--- config.mk ---
export PLATFORM = sky130hd
export DESIGN_NAME = ongoru_guncelleme_denetleyici_flat
export DESIGN_NICKNAME = d
export VERILOG_FILES = /design/src/rtl/ongoru_guncelleme_denetleyici_if.sv /design/src/rtl/ongoru_guncelleme_denetleyici.sv /design/src/flat_wrapper.sv
export SDC_FILE = /design/constraint.sdc
export NUM_CORES = 1
export LEC_CHECK = 0
export CORE_ASPECT_RATIO = 1.2
export CORE_MARGIN = 2
export CORE_UTILIZATION = 45
export DETAILED_ROUTE_END_ITERATION = 10
export PLACE_DENSITY = 0.76
export SKIP_CTS_REPAIR_TIMING = 1
export SKIP_LAST_GASP = 1
export SYNTH_ARGS = -nofsm -noshare
export SYNTH_HDL_FRONTEND = slang
export SYNTH_SLANG_ARGS = --single-unit
--- constraint.sdc ---
create_clock -name clk_i -period 4.47 [get_ports clk_i]
set_clock_uncertainty 0.1 [all_clocks]
set_input_delay 0.894 -clock clk_i [delete_from_list [all_inputs] [get_ports clk_i]]
set_output_delay 0.894 -clock clk_i [all_outputs]
set_load 0.01 [all_outputs]
--- src/rtl/ongoru_guncelleme_denetleyici_if.sv ---
// Port bundle for the branch-predictor update controller: two resolution
// requesters in, one predictor update stream and status out.
interface ongoru_guncelleme_denetleyici_if;
  // Requester handshake: a record is presented with *_gecerli_i and held
  // stable until the cycle *_hazir_o is 1; transfer happens on that edge.
  // The update stream has no ready: guncelle_gecerli_o means "popped now".
  logic        a_gecerli_i;
  logic [31:0] a_ps_i;
  logic        a_atladi_i;
  logic        a_tahmin_i;
  logic        a_hazir_o;
  logic        b_gecerli_i;
  logic [31:0] b_ps_i;
  logic        b_atladi_i;
  logic        b_tahmin_i;
  logic        b_hazir_o;
  logic        durdur_i;
  logic        guncelle_gecerli_o;
  logic        guncelle_atladi_o;
  logic [31:0] guncelle_ps_o;
  logic        yanlis_o;
  logic [15:0] yanlis_sayac_o;
  logic        dolu_o;
  logic        bos_o;

  modport master (
    output a_gecerli_i, a_ps_i, a_atladi_i, a_tahmin_i,
    output b_gecerli_i, b_ps_i, b_atladi_i, b_tahmin_i,
    output durdur_i,
    input  a_hazir_o, b_hazir_o,
    input  guncelle_gecerli_o, guncelle_atladi_o, guncelle_ps_o,
    input  yanlis_o, yanlis_sayac_o, dolu_o, bos_o
  );

  modport slave (
    input  a_gecerli_i, a_ps_i, a_atladi_i, a_tahmin_i,
    input  b_gecerli_i, b_ps_i, b_atladi_i, b_tahmin_i,
    input  durdur_i,
    output a_hazir_o, b_hazir_o,
    output guncelle_gecerli_o, guncelle_atladi_o, guncelle_ps_o,
    output yanlis_o, yanlis_sayac_o, dolu_o, bos_o
  );
endinterface

--- src/rtl/ongoru_guncelleme_denetleyici.sv ---
// Branch-predictor update controller: round-robin arbitration of two
// resolution requesters into a circular update queue, plus mispredict tracking.
module ongoru_guncelleme_denetleyici #(
  parameter int DERINLIK = 4
) (
  input  logic                          clk_i,
  input  logic                          rst_i,
  ongoru_guncelleme_denetleyici_if.slave bag,
  output logic                          durum_o
);

  localparam int            AW        = $clog2(DERINLIK);
  localparam logic [AW:0]   DOLU_SAYI = (AW+1)'(DERINLIK);

  typedef enum logic {
    ONCELIK_A = 1'b0,
    ONCELIK_B = 1'b1
  } durum_t;

  durum_t          durum_q, durum_d;
  logic [AW-1:0]   yaz_ptr_q, oku_ptr_q;
  logic [AW:0]     sayac_q;
  logic [32:0]     bellek [DERINLIK];
  logic            dolu, bos;
  logic            izin_a, izin_b;
  logic            it, cek;
  logic [32:0]     it_veri;
  logic            it_yanlis;
  logic [32:0]     bas_veri;
  logic            yanlis_q;
  logic [15:0]     yanlis_sayac_q;

  assign dolu = (sayac_q == DOLU_SAYI);
  assign bos  = (sayac_q == '0);

  // Arbiter state register
  always_ff @(posedge clk_i or negedge rst_i) begin
    if (!rst_i) begin
      durum_q <= ONCELIK_A;
    end else begin
      durum_q <= durum_d;
    end
  end

  // Priority passes to whoever was not served this cycle
  always_comb begin
    durum_d = durum_q;
    if (izin_a) begin
      durum_d = ONCELIK_B;
    end else if (izin_b) begin
      durum_d = ONCELIK_A;
    end
  end

  // Grant outputs; reset gating keeps both grants low while rst_i is asserted
  always_comb begin
    izin_a = 1'b0;
    izin_b = 1'b0;
    if (rst_i && !dolu) begin
      if (bag.a_gecerli_i && (!bag.b_gecerli_i || durum_q == ONCELIK_A)) begin
        izin_a = 1'b1;
      end else if (bag.b_gecerli_i) begin
        izin_b = 1'b1;
      end
    end
  end

  assign it      = izin_a | izin_b;
  assign cek     = !bos && !bag.durdur_i;
  assign it_veri = izin_a ? {bag.a_ps_i, bag.a_atladi_i} : {bag.b_ps_i, bag.b_atladi_i};

  always_comb begin
    it_yanlis = 1'b0;
    if (izin_a) begin
      it_yanlis = bag.a_atladi_i ^ bag.a_tahmin_i;
    end else if (izin_b) begin
      it_yanlis = bag.b_atladi_i ^ bag.b_tahmin_i;
    end
  end

  // Pointers wrap naturally because DERINLIK is a power of two
  always_ff @(posedge clk_i or negedge rst_i) begin
    if (!rst_i) begin
      yaz_ptr_q <= '0;
      oku_ptr_q <= '0;
      sayac_q   <= '0;
    end else begin
      if (it) begin
        yaz_ptr_q <= yaz_ptr_q + 1'b1;
      end
      if (cek) begin
        oku_ptr_q <= oku_ptr_q + 1'b1;
      end
      case ({it, cek})
        2'b10:   sayac_q <= sayac_q + 1'b1;
        2'b01:   sayac_q <= sayac_q - 1'b1;
        default: sayac_q <= sayac_q;
      endcase
    end
  end

  // Storage is not reset; bos hides stale entries
  always_ff @(posedge clk_i) begin
    if (it) begin
      bellek[yaz_ptr_q] <= it_veri;
    end
  end

  always_ff @(posedge clk_i or negedge rst_i) begin
    if (!rst_i) begin
      yanlis_q       <= 1'b0;
      yanlis_sayac_q <= '0;
    end else begin
      yanlis_q <= it_yanlis;
      if (it_yanlis && yanlis_sayac_q != 16'hFFFF) begin
        yanlis_sayac_q <= yanlis_sayac_q + 16'd1;
      end
    end
  end

  assign bas_veri = bos ? '0 : bellek[oku_ptr_q];

  assign bag.a_hazir_o          = izin_a;
  assign bag.b_hazir_o          = izin_b;
  assign bag.guncelle_gecerli_o = cek;
  assign bag.guncelle_ps_o      = bas_veri[32:1];
  assign bag.guncelle_atladi_o  = bas_veri[0];
  assign bag.yanlis_o           = yanlis_q;
  assign bag.yanlis_sayac_o     = yanlis_sayac_q;
  assign bag.dolu_o             = dolu;
  assign bag.bos_o              = bos;
  assign durum_o                = logic'(durum_q);

endmodule

--- src/flat_wrapper.sv ---
// flat-port wrapper written by rule: the top's interface ports become plain ports
module ongoru_guncelleme_denetleyici_flat 
#(
  parameter int DERINLIK = 4
)
  (clk_i, rst_i, durum_o, bag_a_gecerli_i, bag_a_ps_i, bag_a_atladi_i, bag_a_tahmin_i, bag_b_gecerli_i, bag_b_ps_i, bag_b_atladi_i, bag_b_tahmin_i, bag_durdur_i, bag_a_hazir_o, bag_b_hazir_o, bag_guncelle_gecerli_o, bag_guncelle_atladi_o, bag_guncelle_ps_o, bag_yanlis_o, bag_yanlis_sayac_o, bag_dolu_o, bag_bos_o);
  ongoru_guncelleme_denetleyici_if bag_i ();
  input  logic clk_i;
  input  logic rst_i;
  output logic durum_o;
  input wire logic [$bits(bag_i.a_gecerli_i)-1:0] bag_a_gecerli_i;
  input wire logic [$bits(bag_i.a_ps_i)-1:0] bag_a_ps_i;
  input wire logic [$bits(bag_i.a_atladi_i)-1:0] bag_a_atladi_i;
  input wire logic [$bits(bag_i.a_tahmin_i)-1:0] bag_a_tahmin_i;
  input wire logic [$bits(bag_i.b_gecerli_i)-1:0] bag_b_gecerli_i;
  input wire logic [$bits(bag_i.b_ps_i)-1:0] bag_b_ps_i;
  input wire logic [$bits(bag_i.b_atladi_i)-1:0] bag_b_atladi_i;
  input wire logic [$bits(bag_i.b_tahmin_i)-1:0] bag_b_tahmin_i;
  input wire logic [$bits(bag_i.durdur_i)-1:0] bag_durdur_i;
  output wire logic [$bits(bag_i.a_hazir_o)-1:0] bag_a_hazir_o;
  output wire logic [$bits(bag_i.b_hazir_o)-1:0] bag_b_hazir_o;
  output wire logic [$bits(bag_i.guncelle_gecerli_o)-1:0] bag_guncelle_gecerli_o;
  output wire logic [$bits(bag_i.guncelle_atladi_o)-1:0] bag_guncelle_atladi_o;
  output wire logic [$bits(bag_i.guncelle_ps_o)-1:0] bag_guncelle_ps_o;
  output wire logic [$bits(bag_i.yanlis_o)-1:0] bag_yanlis_o;
  output wire logic [$bits(bag_i.yanlis_sayac_o)-1:0] bag_yanlis_sayac_o;
  output wire logic [$bits(bag_i.dolu_o)-1:0] bag_dolu_o;
  output wire logic [$bits(bag_i.bos_o)-1:0] bag_bos_o;
  assign bag_i.a_gecerli_i = bag_a_gecerli_i;
  assign bag_i.a_ps_i = bag_a_ps_i;
  assign bag_i.a_atladi_i = bag_a_atladi_i;
  assign bag_i.a_tahmin_i = bag_a_tahmin_i;
  assign bag_i.b_gecerli_i = bag_b_gecerli_i;
  assign bag_i.b_ps_i = bag_b_ps_i;
  assign bag_i.b_atladi_i = bag_b_atladi_i;
  assign bag_i.b_tahmin_i = bag_b_tahmin_i;
  assign bag_i.durdur_i = bag_durdur_i;
  assign bag_a_hazir_o = bag_i.a_hazir_o;
  assign bag_b_hazir_o = bag_i.b_hazir_o;
  assign bag_guncelle_gecerli_o = bag_i.guncelle_gecerli_o;
  assign bag_guncelle_atladi_o = bag_i.guncelle_atladi_o;
  assign bag_guncelle_ps_o = bag_i.guncelle_ps_o;
  assign bag_yanlis_o = bag_i.yanlis_o;
  assign bag_yanlis_sayac_o = bag_i.yanlis_sayac_o;
  assign bag_dolu_o = bag_i.dolu_o;
  assign bag_bos_o = bag_i.bos_o;
  ongoru_guncelleme_denetleyici #(.DERINLIK(DERINLIK)) u_core (.clk_i(clk_i), .rst_i(rst_i), .bag(bag_i), .durum_o(durum_o));
endmodule
==> results.sh, run 1 <==
export IMPL_area_delta_synth_final_pct=30.3
export IMPL_cts_buffer_depth=2
export IMPL_totalPowerFinal_w=0.00537
export IMPL_dpl_hpwl_um=8520
export IMPL_core_area_um2=15000
export IMPL_cp_arrival_ns=2.56
export IMPL_setup_tns_final_ns=0
export IMPL_synth_compound_area_share=0.0122
export IMPL_synth_warning_count=0
export IMPL_synth_top_cell_area_share=0.579
export IMPL_fill_cells=1131
export IMPL_synth_area_leaders="edfxtp_1, mux4_2, dfrtp_1"
export IMPL_finalHoldViolCount=0
export IMPL_synthMuxAreaShare=0.185
export IMPL_fmax_mhz=281
export IMPL_p_leak_nw=3.18
export IMPL_synth_top_family_by_area="multiplexers"
export IMPL_irDropWorstVdd_uv=365
export IMPL_routedWlPerCell_um=18.2
export IMPL_fin_nets=585
export IMPL_required_ns=3.48
export IMPL_layout_drive_gt1_share=0.226
export IMPL_synthDistinctLibCells=41
export IMPL_crit_start="u_core.oku_ptr_q[0]$_DFFE_PN0P_"
export IMPL_root_buffer="clkbuf_16"
export IMPL_outcome="complete, no violations"
export IMPL_synth_ff_type="edfxtp_1"
export IMPL_fp_row_count=49
export IMPL_drc_errors=0
export IMPL_r2r_start="u_core.sayac_q[2]$_DFFE_PN0P_"
export IMPL_cts_buffers=17
export IMPL_die_w_um=117
export IMPL_syn_cell_area_um2=6850
export IMPL_hold_path_class="flop to flop"
export IMPL_vias=3671
export IMPL_grt_setup_unrepaired="false"
export IMPL_ys_seq_elements=157
export IMPL_ios=129
export IMPL_syn_num_nets=449
export IMPL_finalWorstSetupSlack_ns=0.916
export IMPL_drv_slew=0
export IMPL_seq_area_frac_synth=0.670
export IMPL_synth_xor_area_share=0.0243
export IMPL_diodes=0
export IMPL_overflow=0
export IMPL_cp_start_kind="flop"
export IMPL_relSlewSlack=0.394
export IMPL_fin_area_um2=8920
export IMPL_syn_area_per_cell_um2=18.6
export IMPL_gp_congestion=0.765
export IMPL_dieArea_um2=16200
export IMPL_grt_first_pass_wirelength_um=20500
export IMPL_critPathKind="flop to output port"
export IMPL_pre_cts_ws_ns=1.10
export IMPL_dr_wl_met2_um=7060
export IMPL_drt_iter0_drc=187
export IMPL_clk_latency_ns=0.42
export IMPL_path_clk_slew_ns=0.06
export IMPL_worstHoldStart="u_core.sayac_q[2]$_DFFE_PN0P_"
export IMPL_endpoint_kind="output port"
export IMPL_first_pass_iters=4
export IMPL_setup_violations=0
export IMPL_ant_nets=0
export IMPL_synth_top_cell_by_area="edfxtp_1"
export IMPL_port_buffers=128
export IMPL_fin_crit_sh=0.795
export IMPL_worst_slew_pin_slew_ns=0.909
export IMPL_synthSimpleGateAreaFrac=0.0720
export IMPL_drt_met1_wl_um=5050
export IMPL_grt_pass1_vias=4014
export IMPL_crit_fanout=23
export IMPL_route_met3_wl_um=752
export IMPL_min_period_ns=3.55
export IMPL_htreeDepth=4
export IMPL_post_route_util=0.596
export IMPL_top_layer_used="met4"
export IMPL_vias_per_cell=5.08
export IMPL_place_area_um2=8340
export IMPL_synthAdderAreaFrac=0.0139
export IMPL_die_y_um=139
export IMPL_synthArstFlopShare=0.159
export IMPL_power_density_nw_per_um2=602
export IMPL_track_usage=0.173
export IMPL_drv_cap=0
export IMPL_routed_wl_um=13100
export IMPL_antenna_found_initial=0
export IMPL_cts_tree="yes"
export IMPL_synthCells=369
export IMPL_start_util=0.458
export IMPL_clkSinkCount=157
export IMPL_synth_edff_count=132
export IMPL_grt_start_max_net_pins=35
==> cell usage in the layout, fill, tap and decap left out, types with 3 or more instances in the layout <==
cell and count:
ha_1 6, xor2_1 6, clkbuf_16 17, a21oi_1 3, clkbuf_1 3, inv_1 9, dfrtp_1 23, xnor2_1 13
mux4_2 33, nor3_2 3, buf_4 4, nand4_1 9, and2_2 4, nor2_1 8, bufinv_16 3, clkinv_2 3
nor2b_1 33, nand2_1 5, edfxtp_1 132, and3_1 3, nand3_1 5, mux2_2 6, clkdlybuf4s50_1 128, mux2_4 29
==> layer usage <==
| metal | vias to the layer above | track usage |
|---|---|---|
| met5 | - | 0 |
| met4 | 0 | 0.0718 |
| met3 | 21 | 0.0450 |
| met2 | 115 | 0.302 |
| met1 | 1839 | 0.200 |
| li1 | 1696 | - |
==> worst max-delay path: stages, from the launching register on <==
cell             delay (ns)
dfrtp_2                0.67
buf_12                 0.29
mux4_2                 0.55
nor2b_1                0.14
clkdlybuf4s50_1        0.48
==> layout make-up <==
class	instances	area [um^2]	area share
sequential	157	4590	0.515
multi-input combinational	186	2120	0.238
timing repair buffer	133	1330	0.149
clock buffer	20	437	0.0490
tap	204	255	0.0286
clock inverter	12	145	0.0163
inverter	10	40.0	0.00449
==> cells by family after synthesis <==
| logic type | count (synthesis) |
|---|---|
| buffers and inverters | 26 |
| multiplexers | 70 |
| XOR/XNOR | 19 |
| AO/OA/AOI/OAI | 10 |
| flip-flops | 157 |
| adder cells (fa/ha/maj) | 7 |
| AND/OR/NAND/NOR | 80 |
==> cell usage after synthesis (6+ instances only) <==
cell,instances
edfxtp_1,132
xnor2_1,13
dfrtp_1,25
mux4_2,33
mux2_2,6
nor2_1,8
clkbuf_1,6
nor2b_1,33
nand4_1,9
ha_1,6
mux2_4,29
inv_1,9
xor2_1,6
==> state kept, by name (all words and copies together) (netlist names) <==
| signal | count |
|---|---|
| u_core.bag.yanlis_o | 1 |
| u_core.bag.yanlis_sayac_o | 16 |
| u_core.bellek | 132 |
| u_core.durum_o | 1 |
| u_core.oku_ptr_q | 2 |
| u_core.sayac_q | 3 |
| u_core.yaz_ptr_q | 2 |
==> through the flow <==
stage,hold WS [ns],std cells
2_1_floorplan,0.354,369
3_3_place_gp,0.389,690
3_5_place_dp,0.391,690
4_1_cts,0.402,722
5_1_grt,0.437,722
6_report,0.404,722
==> worst paths after layout <==
check / to / slack [ns] / depth (start not counted)
worst max-delay path: bag_guncelle_ps_o[24] / 0.92 / 4
worst max register to register: u_core.bellek[3][8]$_DFFE_PP_ / 2.03 / 4
worst min register to register: u_core.sayac_q[2]$_DFFE_PN0P_ / 0.40 / 1
max in group asynchronous: u_core.oku_ptr_q[0]$_DFFE_PN0P_ / 3.15 / 2
worst min-delay path: u_core.sayac_q[2]$_DFFE_PN0P_ / 0.40 / 1
min in group asynchronous: u_core.durum_o$_DFFE_PN0P_ / 0.85 / 2
==> power by group <==
part | switching (W) | total, W | internal, W
clock network | 0.000539 | 0.00141 | 0.000873
registers | 0.000204 | 0.00210 | 0.00190
logic | 0.000770 | 0.00185 | 0.00108
No activity file was read; power rests on OpenSTA's default activity.
==> run 2, diff against run 1 <==
Settings changed: PLACE_DENSITY 0.76 to 0.78.
Clock period 4.47 ns to 3.2 ns, I/O delays scaled along.
==> run 2 against run 1 <==
Effect of this change: sequential power up 34%; critical path depth unchanged; design area grew 1.5%; die area unchanged; largest power group unchanged; wire length rose by 2.6%; largest cell class unchanged; total power up 42%.
==> results.sh, run 2 (synthesis gave the netlist of run 1 again) <==
export IMPL_outcome="complete, no violations"
export IMPL_cts_tree="yes"
export IMPL_routedWlPerCell_um=18.3
export IMPL_multi_input_area_um2=2120
export IMPL_cp_arrival_ns=2.27
export IMPL_fmax_mhz=333
export IMPL_hold_path_class="flop to flop"
export IMPL_r2r_end="u_core.bellek[3][3]$_DFFE_PP_"
export IMPL_min_period_ns=3.01
export IMPL_r2r_slack_ns=0.73
export IMPL_grt_pass1_vias=4104
export IMPL_final_cells=734
export IMPL_irDropWorstVdd_uv=405
export IMPL_relSlewSlack=0.532
export IMPL_grt_first_pass_wirelength_um=21100
export IMPL_crit_start="u_core.oku_ptr_q[0]$_DFFE_PN0P_"
export IMPL_track_usage=0.176
export IMPL_vias_per_cell=5.18
export IMPL_pre_cts_ws_ns=0.376
export IMPL_crit_fanout=13
export IMPL_dp_cells=702
export IMPL_antenna_found_initial=0
export IMPL_fin_area_um2=9050
export IMPL_gp_congestion=0.824
export IMPL_seq_area_um2=4590
export IMPL_first_pass_iters=4
export IMPL_finalWorstSetupSlack_ns=0.194
export IMPL_fill_cells=1189
export IMPL_holdPathStages=1
export IMPL_dpl_hpwl_um=8850
export IMPL_dieArea_um2=16200
export IMPL_diodes=0
export IMPL_fin_crit_sh=0.939
export IMPL_setup_tns_final_ns=0
export IMPL_area_delta_synth_final_pct=32.2
export IMPL_required_ns=2.46
export IMPL_path_cells="buf_4 > mux4_2 > nor2b_1 > clkdlybuf4s50_1"
export IMPL_largest_reg_flops=132
export IMPL_routed_wl_um=13500
export IMPL_ant_nets=0
export IMPL_endpoint_kind="output port"
export IMPL_drv_slew=0
export IMPL_drv_cap=0
export IMPL_power_density_nw_per_um2=844
export IMPL_worst_slew_pin_slew_ns=0.702
export IMPL_fp_row_count=49
export IMPL_die_w_um=117
export IMPL_worstHoldStart="u_core.sayac_q[2]$_DFFE_PN0P_"
export IMPL_mostFrequentLayoutCell="edfxtp_1"
export IMPL_fin_nets=597
export IMPL_cpPeakStageDelay_ns=0.53
export IMPL_vias=3803
export IMPL_layout_drive_gt1_share=0.253
export IMPL_p_leak_nw=3.26
export IMPL_clkSinkCount=157
export IMPL_holdPathEnd="u_core.sayac_q[2]$_DFFE_PN0P_"
export IMPL_start_util=0.458
export IMPL_finalHoldViolCount=0
export IMPL_post_route_util=0.605
export IMPL_path_clk_slew_ns=0.06
export IMPL_setup_violations=0
export IMPL_place_area_um2=8440
export IMPL_overflow=0
export IMPL_cp_start_kind="flop"
export IMPL_cts_buffers=17
export IMPL_reg2reg_depth=5
export IMPL_clk_latency_ns=0.41
export IMPL_root_buffer="clkbuf_16"
export IMPL_critPathKind="flop to output port"
export IMPL_htreeDepth=4
export IMPL_port_buffers=128
export IMPL_drc_errors=0
export IMPL_top_register="u_core.bellek"
export IMPL_final_cell_mix="edfxtp_1, clkdlybuf4s50_1, mux4_2, nor2b_1, mux2_4"
export IMPL_ios=129
export IMPL_r2r_start="u_core.sayac_q[0]$_DFFE_PN0P_"
export IMPL_cts_buffer_depth=2
export IMPL_grt_start_max_net_pins=35
export IMPL_cpMaxStageDelayCell="mux4_2"
export IMPL_grt_setup_unrepaired="false"
export IMPL_drt_iter0_drc=199
export IMPL_core_area_um2=15000
export IMPL_die_y_um=139
-- run 2: cell type report --
class | count | share of cell area
clock buffers | 17 | 0.0470
clock inverters | 15 | 0.0207
well taps | 204 | 0.0282
multi-input cells | 186 | 0.234
inverters | 10 | 0.00442
flip-flops and latches | 157 | 0.507
repair buffers | 145 | 0.158
-- run 2: critical path, delay by kind of cell (launching register included) --
kind                   cells  cell delay (ns)
buffers and inverters      2             0.77
multiplexers               1             0.53
flip-flops                 1             0.38
AND/OR/NAND/NOR            1             0.16
-- run 2: how the worst max path moves through the flow --
| stage | endpoint | slack (ns) | cells past startpoint |
|---|---|---|---|
| 2_1_floorplan | u_core.bellek[0][0]$_DFFE_PP_ | 0.82 | 4 |
| 3_3_place_gp | bag_a_hazir_o | 0.41 | 5 |
| 3_5_place_dp | u_core.bellek[3][3]$_DFFE_PP_ | 0.38 | 5 |
| 4_1_cts | bag_guncelle_ps_o[29] | 0.15 | 4 |
| 5_1_grt | bag_guncelle_ps_o[26] | 0.10 | 4 |
| 6_report | bag_guncelle_ps_o[26] | 0.19 | 4 |
-- run 2: through the flow --
stage / power (W) / hold slack (ns)
floorplan: 0.00441 / 0.244
global placement: 0.00562 / 0.389
detailed placement: 0.00568 / 0.406
CTS: 0.00775 / 0.414
global route: 0.00804 / 0.430
finish: 0.00764 / 0.411
-- run 2: report_power, final --
group          leakage, nW  internal [W]  switching, W
combinational         1.44       0.00158       0.00122
clock                0.291       0.00124      0.000805
sequential            1.52       0.00265      0.000159
-- run 2: layer usage --
layer / wire [um] / track usage / vias to the layer above
met3: 832 / 0.0529 / 21
met2: 6880 / 0.290 / 132
li1: - / - / 1717
met1: 5530 / 0.219 / 1933
met4: 216 / 0.0632 / 0
met5: 0 / 0 / -
==> run 3, diff against run 2 <==
Settings changed: PLACE_DENSITY 0.78 to 0.76.
Clock period 3.2 ns to 3.19 ns, I/O delays scaled along.
==> run 3 against run 2 <==
Effect of this change: combinational power about the same; highest routed layer unchanged; sequential share of layout area up 0.23 points; utilization fell by 0.28 points.
==> results.sh, run 3 (synthesis gave the netlist of run 1 again) <==
export IMPL_place_area_um2=8450
export IMPL_cp_arrival_ns=2.29
export IMPL_multi_input_area_um2=2120
export IMPL_core_area_um2=15000
export IMPL_dr_wl_met2_um=7090
export IMPL_top_layer_used="met4"
export IMPL_first_pass_iters=4
export IMPL_die_y_um=139
export IMPL_setup_violations=0
export IMPL_intPower_w=0.00533
export IMPL_required_ns=2.45
export IMPL_endpoint_kind="output port"
export IMPL_die_w_um=117
export IMPL_drc_errors=0
export IMPL_outcome="complete, no violations"
export IMPL_fp_row_count=49
export IMPL_irDropWorstVdd_uv=379
export IMPL_p_comb_frac=0.371
export IMPL_grt_first_pass_wirelength_um=21400
export IMPL_drv_cap=0
export IMPL_cts_buffers=17
export IMPL_drt_met1_wl_um=5610
export IMPL_cp_start_kind="flop"
export IMPL_fin_crit_sh=0.951
export IMPL_route_met3_wl_um=644
export IMPL_area_delta_synth_final_pct=31.6
export IMPL_grt_setup_unrepaired="false"
export IMPL_layout_drive_gt1_share=0.250
export IMPL_overflow=0
export IMPL_path_clk_slew_ns=0.06
export IMPL_r2r_start="u_core.sayac_q[1]$_DFFE_PN0P_"
export IMPL_power_density_nw_per_um2=835
export IMPL_seq_area_um2=4590
export IMPL_root_buffer="clkbuf_16"
export IMPL_port_buffers=128
export IMPL_p_switching_w=0.00220
export IMPL_min_period_ns=3.03
export IMPL_vias_per_cell=5.14
export IMPL_crit_fanout=15
export IMPL_fill_cells=1164
export IMPL_grt_start_max_net_pins=35
export IMPL_p_clk_frac=0.252
export IMPL_routed_wl_um=13500
export IMPL_worst_slew_pin_slew_ns=0.661
export IMPL_dpl_hpwl_um=9020
export IMPL_crit_start="u_core.oku_ptr_q[0]$_DFFE_PN0P_"
export IMPL_start_util=0.458
export IMPL_antenna_found_initial=0
export IMPL_top_register="u_core.bellek"
export IMPL_routedWlPerCell_um=18.4
export IMPL_relSlewSlack=0.560
export IMPL_vias=3777
export IMPL_cts_tree="yes"
export IMPL_setup_tns_final_ns=0
export IMPL_worstHoldStart="u_core.sayac_q[2]$_DFFE_PN0P_"
export IMPL_switching_share=0.293
export IMPL_critPathKind="flop to output port"
export IMPL_track_usage=0.178
export IMPL_clk_latency_ns=0.41
export IMPL_clkSinkCount=157
export IMPL_finalHoldViolCount=0
export IMPL_ant_nets=0
export IMPL_drv_slew=0
export IMPL_diodes=0
export IMPL_hold_path_class="flop to flop"
export IMPL_drt_iter0_drc=193
export IMPL_largest_reg_flops=132
export IMPL_fmax_mhz=330
export IMPL_dieArea_um2=16200
export IMPL_ios=129
export IMPL_p_leak_nw=3.24
export IMPL_fin_area_um2=9010
export IMPL_gp_congestion=0.773
export IMPL_fin_nets=598
export IMPL_pwr_share_seq=0.376
export IMPL_htreeDepth=4
export IMPL_grt_pass1_vias=4116
export IMPL_cts_buffer_depth=2
export IMPL_mostFrequentLayoutCell="edfxtp_1"
export IMPL_final_cell_mix="edfxtp_1, clkdlybuf4s50_1, mux4_2, nor2b_1, mux2_4"
-- run 3: changes by cell type in the layout (fill, tap and decap cells not counted) --
cell        previous run  this run
clkbuf_1               0         1
inv_8                  0         2
buf_4                 15        16
clkinvlp_4             3         4
clkinv_4               4         2
bufinv_16              3         1
clkinv_1               0         1
inv_6                  4         3
-- run 3: area by class of cell --
class                      instances  area share
clock buffer                      18      0.0476
clock inverter                    14      0.0150
inverter                          10     0.00444
multi-input combinational        186       0.235
sequential                       157       0.510
tap                              204      0.0283
timing repair buffer             146       0.160
-- run 3: path summary, 6_finish.rpt --
path / cells past startpoint / slack, ns / endpoint
setup / recovery: 4 / 0.16 / bag_guncelle_ps_o[7]
hold / removal: 1 / 0.42 / u_core.sayac_q[2]$_DFFE_PN0P_
setup reg to reg: 5 / 0.84 / u_core.bellek[2][0]$_DFFE_PP_
hold reg to reg: 1 / 0.42 / u_core.sayac_q[2]$_DFFE_PN0P_
max in group asynchronous: 2 / 2.13 / u_core.oku_ptr_q[0]$_DFFE_PN0P_
min in group asynchronous: 2 / 0.59 / u_core.durum_o$_DFFE_PN0P_
-- run 3: routing by layer --
| layer | vias up | GRT usage |
|---|---|---|
| li1 | 1724 | - |
| met1 | 1927 | 0.218 |
| met2 | 110 | 0.307 |
| met3 | 16 | 0.0455 |
| met4 | 0 | 0.0563 |
| met5 | - | 0 |
-- run 3: power by group through the flow --
stage          Combinational (W)  Clock [W]  Sequential, W
2_1_floorplan            0.00161          0        0.00282
3_3_place_gp             0.00280          0        0.00285
3_5_place_dp             0.00285          0        0.00288
4_1_cts                  0.00286    0.00194        0.00284
5_1_grt                  0.00304    0.00203        0.00287
6_report                 0.00279    0.00190        0.00283
-- run 3: stage by stage --
stage	utilization	hold slack (ns)	setup slack [ns]	total power, W	instances
after floorplan	-	0.242	0.805	0.00442	369
after global placement	0.565	0.388	0.394	0.00565	703
after detailed placement	0.565	0.408	0.354	0.00572	703
after CTS	0.602	0.421	0.110	0.00763	735
after global routing	0.602	0.451	0.0187	0.00794	735
final	0.602	0.417	0.157	0.00753	735
-- run 3: critical path: stages (launching register included) --
cell             delay (ns)
dfrtp_2                0.39
buf_4                  0.31
mux4_2                 0.55
nor2b_1                0.15
clkdlybuf4s50_1        0.48
